### config.mk
export PLATFORM = sky130hd
export DESIGN_NAME = efpga_exec_unit
export DESIGN_NICKNAME = d
export VERILOG_FILES = /design/src/rtl/efpga_exec_unit_pkg.sv /design/src/rtl/efpga_timeout_cnt.sv /design/src/rtl/efpga_exec_unit.sv
export SDC_FILE = /design/constraint.sdc
export NUM_CORES = 1
export LEC_CHECK = 0
export CORE_MARGIN = 2
export CORE_UTILIZATION = 44
export DETAILED_ROUTE_END_ITERATION = 6
export GPL_TIMING_DRIVEN = 0
export HOLD_SLACK_MARGIN = 0.02
export PLACE_DENSITY_LB_ADDON = 0.05
export SLEW_MARGIN = 20
export SYNTH_ARGS = -nofsm -noshare
export SYNTH_HDL_FRONTEND = slang
export SYNTH_SLANG_ARGS = --single-unit
### constraint.sdc
create_clock -name p_clk -period 4.2 [get_ports p_clk]
set_input_delay 0.42 -clock p_clk [delete_from_list [all_inputs] [get_ports p_clk]]
set_output_delay 0.42 -clock p_clk [all_outputs]
set_load 0.02 [all_outputs]
### src/rtl/efpga_exec_unit_pkg.sv
// Shared eFPGA custom-instruction decode constants, FSM state encoding and
// timeout counter width used by the execution unit and its helpers.
package efpga_exec_unit_pkg;

    localparam logic [6:0] EFPGA_OPCODE  = 7'b1110011;
    localparam logic [2:0] EFPGA_F3_SEL0 = 3'b110;
    localparam logic [2:0] EFPGA_F3_SEL1 = 3'b111;

    // Wide enough for the largest supported timeout (65535 cycles).
    localparam int TIMEOUT_W = 16;

    typedef enum logic [1:0] {
        S_IDLE  = 2'd0,
        S_ISSUE = 2'd1,
        S_WAIT  = 2'd2,
        S_DONE  = 2'd3
    } exec_state_e;

    function automatic logic is_efpga_instr(input logic [31:0] instr);
        return (instr[6:0] == EFPGA_OPCODE) &&
               ((instr[14:12] == EFPGA_F3_SEL0) || (instr[14:12] == EFPGA_F3_SEL1));
    endfunction

endpackage

### src/rtl/efpga_timeout_cnt.sv
// Issue-to-response watchdog: cleared by load, counts while enabled and
// flags expiry once it has reached LIMIT-1.
module efpga_timeout_cnt
    import efpga_exec_unit_pkg::*;
#(
    parameter int unsigned LIMIT = 255
) (
    input  logic clk,
    input  logic srst_n,
    input  logic load,
    input  logic enable,
    output logic expire
);

    logic [TIMEOUT_W-1:0] cnt_q;
    logic [TIMEOUT_W-1:0] cnt_d;

    assign expire = (cnt_q == TIMEOUT_W'(LIMIT - 1));

    always_comb begin
        cnt_d = cnt_q;
        if (load) begin
            cnt_d = '0;
        end else if (enable && !expire) begin
            cnt_d = cnt_q + TIMEOUT_W'(1);
        end
    end

    always_ff @(posedge clk) begin
        if (!srst_n) begin
            cnt_q <= '0;
        end else begin
            cnt_q <= cnt_d;
        end
    end

endmodule

### src/rtl/efpga_exec_unit.sv
// Pipeline execution unit that forwards custom eFPGA instructions to the
// fabric, waits (bounded) for the result and writes it back to the register file.
module efpga_exec_unit
    import efpga_exec_unit_pkg::*;
#(
    parameter int XLEN           = 32,
    parameter int TIMEOUT_CYCLES = 255
) (
    input  logic            p_clk,
    input  logic            p_reset,
    input  logic            p_instr_valid,
    input  logic [31:0]     p_instr,
    input  logic [XLEN-1:0] p_rs1_data,
    input  logic [XLEN-1:0] p_rs2_data,
    input  logic            p_flush,
    output logic            p_busy,
    output logic            p_efpga_req_valid,
    input  logic            p_efpga_req_ready,
    output logic            p_efpga_sel,
    output logic [6:0]      p_efpga_funct7,
    output logic [XLEN-1:0] p_efpga_op_a,
    output logic [XLEN-1:0] p_efpga_op_b,
    input  logic            p_efpga_rsp_valid,
    input  logic [XLEN-1:0] p_efpga_rsp_data,
    output logic            p_wb_valid,
    output logic [4:0]      p_wb_rd,
    output logic [XLEN-1:0] p_wb_data,
    output logic            p_err
);

    exec_state_e     state_q, state_d;
    logic [4:0]      rd_q, rd_d;
    logic            sel_q, sel_d;
    logic [6:0]      funct7_q, funct7_d;
    logic [XLEN-1:0] op_a_q, op_a_d;
    logic [XLEN-1:0] op_b_q, op_b_d;
    logic            busy_q, busy_d;
    logic            req_valid_q, req_valid_d;
    logic            wb_valid_q, wb_valid_d;
    logic [4:0]      wb_rd_q, wb_rd_d;
    logic [XLEN-1:0] wb_data_q, wb_data_d;
    logic            err_q, err_d;

    logic            cnt_load;
    logic            cnt_en;
    logic            cnt_expire;
    logic            done_err;
    logic [XLEN-1:0] done_data;
    logic            unused_instr_bits;

    assign unused_instr_bits = ^p_instr[24:15];

    efpga_timeout_cnt #(
        .LIMIT (TIMEOUT_CYCLES)
    ) u_timeout (
        .clk    (p_clk),
        .srst_n (p_reset),
        .load   (cnt_load),
        .enable (cnt_en),
        .expire (cnt_expire)
    );

    always_comb begin
        state_d   = state_q;
        rd_d      = rd_q;
        sel_d     = sel_q;
        funct7_d  = funct7_q;
        op_a_d    = op_a_q;
        op_b_d    = op_b_q;
        wb_rd_d   = wb_rd_q;
        wb_data_d = wb_data_q;
        cnt_load  = 1'b0;
        cnt_en    = 1'b0;
        done_err  = 1'b0;
        done_data = '0;

        unique case (state_q)
            S_IDLE: begin
                if (p_instr_valid && is_efpga_instr(p_instr)) begin
                    state_d  = S_ISSUE;
                    rd_d     = p_instr[11:7];
                    funct7_d = p_instr[31:25];
                    sel_d    = p_instr[12];
                    op_a_d   = p_rs1_data;
                    op_b_d   = p_rs2_data;
                    cnt_load = 1'b1;
                end
            end
            // A handshake in the expiry cycle still counts: the fabric owns the op.
            S_ISSUE: begin
                if (p_efpga_req_ready) begin
                    state_d  = S_WAIT;
                    cnt_load = 1'b1;
                end else if (cnt_expire) begin
                    state_d  = S_DONE;
                    done_err = 1'b1;
                end else begin
                    cnt_en = 1'b1;
                end
            end
            S_WAIT: begin
                if (p_efpga_rsp_valid) begin
                    state_d   = S_DONE;
                    done_data = p_efpga_rsp_data;
                end else if (cnt_expire) begin
                    state_d  = S_DONE;
                    done_err = 1'b1;
                end else begin
                    cnt_en = 1'b1;
                end
            end
            S_DONE: begin
                state_d = S_IDLE;
            end
            default: begin
                state_d = S_IDLE;
            end
        endcase

        if (p_flush) begin
            state_d = S_IDLE;
        end

        // Result registers change only on completion so they stay readable afterwards.
        if (state_d == S_DONE) begin
            wb_rd_d   = rd_q;
            wb_data_d = done_data;
        end

        busy_d      = (state_d != S_IDLE);
        req_valid_d = (state_d == S_ISSUE);
        wb_valid_d  = (state_d == S_DONE) && (rd_q != 5'd0);
        err_d       = (state_d == S_DONE) && done_err;
    end

    always_ff @(posedge p_clk) begin
        if (!p_reset) begin
            state_q     <= S_IDLE;
            rd_q        <= '0;
            sel_q       <= 1'b0;
            funct7_q    <= '0;
            op_a_q      <= '0;
            op_b_q      <= '0;
            busy_q      <= 1'b0;
            req_valid_q <= 1'b0;
            wb_valid_q  <= 1'b0;
            wb_rd_q     <= '0;
            wb_data_q   <= '0;
            err_q       <= 1'b0;
        end else begin
            state_q     <= state_d;
            rd_q        <= rd_d;
            sel_q       <= sel_d;
            funct7_q    <= funct7_d;
            op_a_q      <= op_a_d;
            op_b_q      <= op_b_d;
            busy_q      <= busy_d;
            req_valid_q <= req_valid_d;
            wb_valid_q  <= wb_valid_d;
            wb_rd_q     <= wb_rd_d;
            wb_data_q   <= wb_data_d;
            err_q       <= err_d;
        end
    end

    assign p_busy            = busy_q;
    assign p_efpga_req_valid = req_valid_q;
    assign p_efpga_sel       = sel_q;
    assign p_efpga_funct7    = funct7_q;
    assign p_efpga_op_a      = op_a_q;
    assign p_efpga_op_b      = op_b_q;
    assign p_wb_valid        = wb_valid_q;
    assign p_wb_rd           = wb_rd_q;
    assign p_wb_data         = wb_data_q;
    assign p_err             = err_q;

endmodule

; Word level (Yosys, flattened, before mapping)
; Index checks and enable logic that the tools add are counted.
[totals]
mem_bits_rw = 0
rom_bits = 0
latchBits = 0
register_bits = 136
mem_count = 0
out_inout_bits = 113
[classes]
muxes = 19
multipliers = 0
addsub = 1
shift = 0
n_lt_le_gt_ge = 0
reduce_logical = 12
n_bitwise = 1
eq_ne = 9
div = 0
[op_table]
columns = operator, n
row1 = $mux 32, 2
row2 = $add 16x1->16 const B, 1
row3 = $eq 16x8->1 const B, 1
row4 = $mux 2, 5
row5 = $mux 1, 8
row6 = $pmux 2 s4, 1
row7 = $eq 7x7->1 const B, 1
row8 = $eq 2x2->1 const B, 3
row9 = $eq 3x3->1 const B, 2
row10 = $pmux 1 s2, 3
row11 = $logic_and 1x1->1, 5
row12 = $reduce_bool 5->1, 1
row13 = $eq 2x1->1 const B, 2
row14 = $logic_not 2->1, 1
row15 = $reduce_and 2->1, 1
row16 = $reduce_bool 2->1, 1
row17 = $reduce_or 2->1, 1
row18 = $logic_not 1->1, 1
row19 = $logic_or 1x1->1, 1
row20 = $not 1->1, 1

; Logic depth before layout (Yosys ltp)
[depth]
word_depth = 9
ltp_mapped = 10
ltp_nobuf = 7

; By module
; From an unflattened synthesis, not the netlist that was laid out.
[hier_totals]
hier_cells = 635
hier_area_um2 = 5552.8
[modules_own_cells]
columns = mod, seq_area_each_um2, area_each_um2, instances, cells_each
row1 = efpga_exec_unit, 2402.3, 4700.8, 1, 540
row2 = efpga_timeout_cnt, 320.3, 852.1, 1, 95

; Least setup slack after synthesis
; OpenSTA, ideal clock, no wires.
[synth_path]
kind = reg2reg
start = register u_timeout.cnt_q[0]
end = register wb_data_q[10] (netlist: p_wb_data[10])
synth_period_minus_slack_ns = 2.212
path_stages_with_launch = 11
t_arrival_ns = 2.094
path_buffers = 3
required_time_ns = 4.082
setup_slack_ns = 1.988
path_cell_list = dfxtp_1 -> inv_1 -> ha_1 -> and4b_1 -> and4_1 -> buf_6 -> or4_4 -> and4b_1 -> buf_6 -> buf_12 -> mux2i_1
[synth_between]
elab_chain_len = 6
elab_cells_between_ends = 7
classes_between = eq/ne (2) / mux (5)
[synth_rtl]
columns = element, line_no
row1 = from (decl), efpga_timeout_cnt.sv:15  ; logic [TIMEOUT_W-1:0] cnt_q;
row2 = from (signal assigned), efpga_timeout_cnt.sv:33  ; cnt_q <= cnt_d;
row3 = $eq 16x8->1 (*), efpga_timeout_cnt.sv:18  ; assign expire = (cnt_q == TIMEOUT_W'(LIMIT - 1));
row4 = $mux 2 (*), "efpga_exec_unit.sv:94, efpga_exec_unit.sv:105"
row5 = $mux 2 (on tied branches), "efpga_exec_unit.sv:102, efpga_exec_unit.sv:91"
row6 = $pmux 2 s4 (*), efpga_exec_unit.sv:77  ; unique case (state_q)
row7 = $mux 2 (*), efpga_exec_unit.sv:120  ; if (p_flush) begin
row8 = $eq 2x2->1 (*), efpga_exec_unit.sv:125  ; if (state_d == S_DONE) begin
row9 = to (signal assigned), efpga_exec_unit.sv:161  ; wb_data_q <= wb_data_d;
row10 = to (decl), efpga_exec_unit.sv:41  ; logic [XLEN-1:0] wb_data_q, wb_data_d;
; Every way passes the cells marked *; elsewhere a longest branch is shown, timed or not.
; A chain may end at the register's enable or synchronous reset.

; Worst setup path in the final report
[layout_path]
start = register state_q[0]
end = register op_b_q[12] (netlist: p_efpga_op_b[12])
[layout_between]
elab_chain_len = 2
[layout_rtl]
columns = element, line_no
row1 = from (decl), efpga_exec_unit.sv:31  ; exec_state_e state_q, state_d;
row2 = from (signal assigned), efpga_exec_unit.sv:151  ; state_q <= state_d;
row3 = $logic_not 2->1, efpga_exec_unit.sv:77
row4 = $reduce_and 2->1 (no line), -
row5 = to (signal assigned), efpga_exec_unit.sv:156  ; op_b_q <= op_b_d;
row6 = to (decl), efpga_exec_unit.sv:36  ; logic [XLEN-1:0] op_b_q, op_b_d;
; Every way passes these cells.

==> metrics.md <==
| Metric | Value |
|---|---|
| CTS tree | yes |
| NumNets Final | 1029 |
| Vias in the first global route | 5242 |
| Ports | 247 |
| Post-Synthesis Net Count | 775 |
| Layout area overhead | 58.34% |
| Final setup TNS | 0 ns |
| Post-CTS Setup Inserts | 0 |
| Crit path kind | flop to flop |
| Hold WC Path Type | flop to flop |
| Yosys top cell area share | 51.65% |
| Design area | 8347 um^2 |
| Mean post-synth cell area | 8.314 um^2 |
| DR WL/cell | 15.00 um |
| PwrDens | 336.0 nW/um^2 |
| Max-cap check violation count | 0 |
| CP Max Fanout | 10 |
| Layout cell share with drive strength beyond 1 | 3.679% |
| CTS H-tree lvls | 4 |
| Final period utilization | 58.78% |
| Synth cell types | 38 |
| Number of synthesized register bits | 136 |
| Full die area | 12870 um^2 |
| WP data arrival | 2.81 ns |
| Area of the multi-input gates | 2311 um^2 |
| Die Wd | 113.5 um |
| CP max stage delay | 0.61 ns |
| Slew Limit Fails | 0 |
| Slowest-stage cell, CP | nor4_2 |
| Sequential share of the synthesized area | 51.65% |
| Total gr overflow | 0 |
| DR iter-0 viols | 243 |
| Vias post-DR | 5123 |
| Slew headroom | 56.59% |
| CP Data Required Time | 4.54 ns |
| Synthesized cell area | 5271 um^2 |
| Final setup vio count | 0 |
| Status | finished clean |
| CTS Buf Count | 17 |
| Post_cts resized | 0 |
| Largest net degree at the start of global routing | 17 |
| CP top delay family | buffers and inverters |
| Fin. Hold Viols | 0 |
| Area leader, netlist | dfxtp_1 |
| Port Buf Inserts | 235 |
| CTS clk-pin slew, worst paths | 0.05 ns |
| Seq. cell area | 2723 um^2 |
| Worst Clk Skew | 0.005967 ns |
| Crit start category | flop |
| Slew @ Worst Pin | 0.6457 ns |
| Num rows | 39 |
| Crit path time final | 2.469 ns |
| HPWL after detailed placement | 11970 um |
| Clock Tree Buf Depth | 2 |
| Syn. warnings | 0 |
| Synth Instances | 634 |
| Layout fillers | 928 |
| Top_reg_cell synth | dfxtp_1 |
| Initial antenna violation count | 0 |
| Later-pin clock latency in the skew report | 0.41 ns |
| DRT antenna net count | 0 |
| Gpl congestion | 0.8025 |
| First-pass GRT wire length | 24650 um |
| FMAX | 0.4051 GHz |
| Ranking of synthesized cells by area | dfxtp_1 (52%), nand2_1 (17%), a21oi_1 (8.0%) |
| DRT Pass-1 Iters | 4 |
| Via/cell ratio | 4.926 |
| TritonCTS Sinks | 136 |
| Clock Tree Root | clkbuf_16 |
| Crit path buffers/inverters | 4 |
| Pwr Total | 2.805 mW |
| Starting density of the core | 45.58% |
| Tot GR Track Use | 24.26% |
| Core ar. | 11560 um^2 |
| Crit-path cells | inv_1, ha_1, inv_1, nor4_2, clkbuf_1, clkbuf_1, nand2_1, a21oi_1 |
| Remaining DRCs | 0 |
| Pleak | 2.778 nW |
| # diodes | 0 |
| Nature of the critical path endpoint | flop |
| Die height | 113.5 um |
| Post-cts hold buffer count | 0 |
| Hold_ws | 0.4538 ns |
| RSZ-0062 raised after global routing | false |
| Placed cell area | 7802 um^2 |
| Async SR Flop Fraction | 0% |
| Maximum vdd drop | 0.2606 mV |
| EDFF count, synth | 0 |
| Drt total wl | 15600 um |
## final cells by class
class / count / share of cell area [%]
tap: 143 / 2.144
clock buffer: 25 / 5.936
inverter: 8 / 0.3598
timing repair buffer: 235 / 28.18
sequential: 136 / 32.62
multi-input combinational: 450 / 27.69
clock inverter: 3 / 0.5097
buffer: 40 / 2.563
## sequential cells by signal, summed over array words and instances (netlist names)
signal             cells
p_efpga_req_valid      1
p_wb_data             32
u_timeout.cnt_q       16
p_busy                 1
p_efpga_funct7         7
rd_q                   5
p_efpga_sel            1
state_q                2
p_wb_rd                5
p_wb_valid             1
p_err                  1
p_efpga_op_a          32
p_efpga_op_b          32
## logic make-up after synthesis
| group | Yosys count | synth area share (%) |
|---|---|---|
| xor+xnor | 8 | 1.329 |
| compound gates | 100 | 9.993 |
| fa+ha+maj | 7 | 1.661 |
| mux | 37 | 7.026 |
| buf+inv | 48 | 4.629 |
| flops | 136 | 51.65 |
| simple gates | 298 | 23.71 |
## cells in the mapped netlist, drive strengths merged, types with 2 or more instances
cell type,count
buf,5
a21oi,84
clkbuf,35
nor3,7
nand2,238
or3,6
or4,3
nor2,13
nor2b,3
ha,7
nand4,3
o21ai,8
nand3,7
and4b,2
o211ai,2
mux2i,37
and3,4
nor4,5
dfxtp,136
and4,2
inv,8
xnor2,7
## metal layers
metal | wire (um) | part of all wire [%] | global-route usage (%)
met2 | 7618 | 49 | 42.67
met4 | 442 | 2.8 | 11.22
met1 | 6149 | 39 | 25.07
met5 | 0 | 0 | 0
met3 | 1391 | 8.9 | 10.31
## power by group
| part | switching, mW | internal [mW] |
|---|---|---|
| Clock | 0.501 | 0.862 |
| Combinational | 0.0439 | 0.106 |
| Sequential | 0.000272 | 1.29 |
| Total | 0.545 | 2.26 |
## worst min-delay path, cell delays in order, from the launching register on
cell     delay (ns)
dfxtp_1        0.30
nand2_1        0.05
a21oi_1        0.05
## final timing paths
check	from	endpoint	slack (ns)	cells past startpoint
max	state_q[0]	p_efpga_op_b[12]	1.73	8
min	p_efpga_funct7[0]	p_efpga_funct7[0]	0.45	2
max reg2reg	state_q[0]	p_efpga_op_b[12]	1.73	8
min reg2reg	p_efpga_funct7[0]	p_efpga_funct7[0]	0.45	2
## stage by stage
step | worst slack [ns] | std cells | util [%]
global placement | 1.149 | 1012 | 67.47
finish | 1.731 | 1040 | 72.17
global route | 1.451 | 1040 | 72.17
CTS | 1.392 | 1040 | 72.12
floorplan | 1.988 | 634 | -
detailed placement | 1.068 | 1012 | 67.47
## cell usage in the layout, fill, tap and decap left out, drive strengths merged, types with 4 or more instances in the layout
cell type,count
dfxtp,136
a21oi,84
ha,7
nand3,7
and3,4
nor3,7
inv,8
buf,5
clkbuf,60
xnor2,7
or3,6
nand2,238
nor4,5
nor2,13
o21ai,8
mux2i,37
clkdlybuf4s50,235
(Power assumes the default switching activity.)
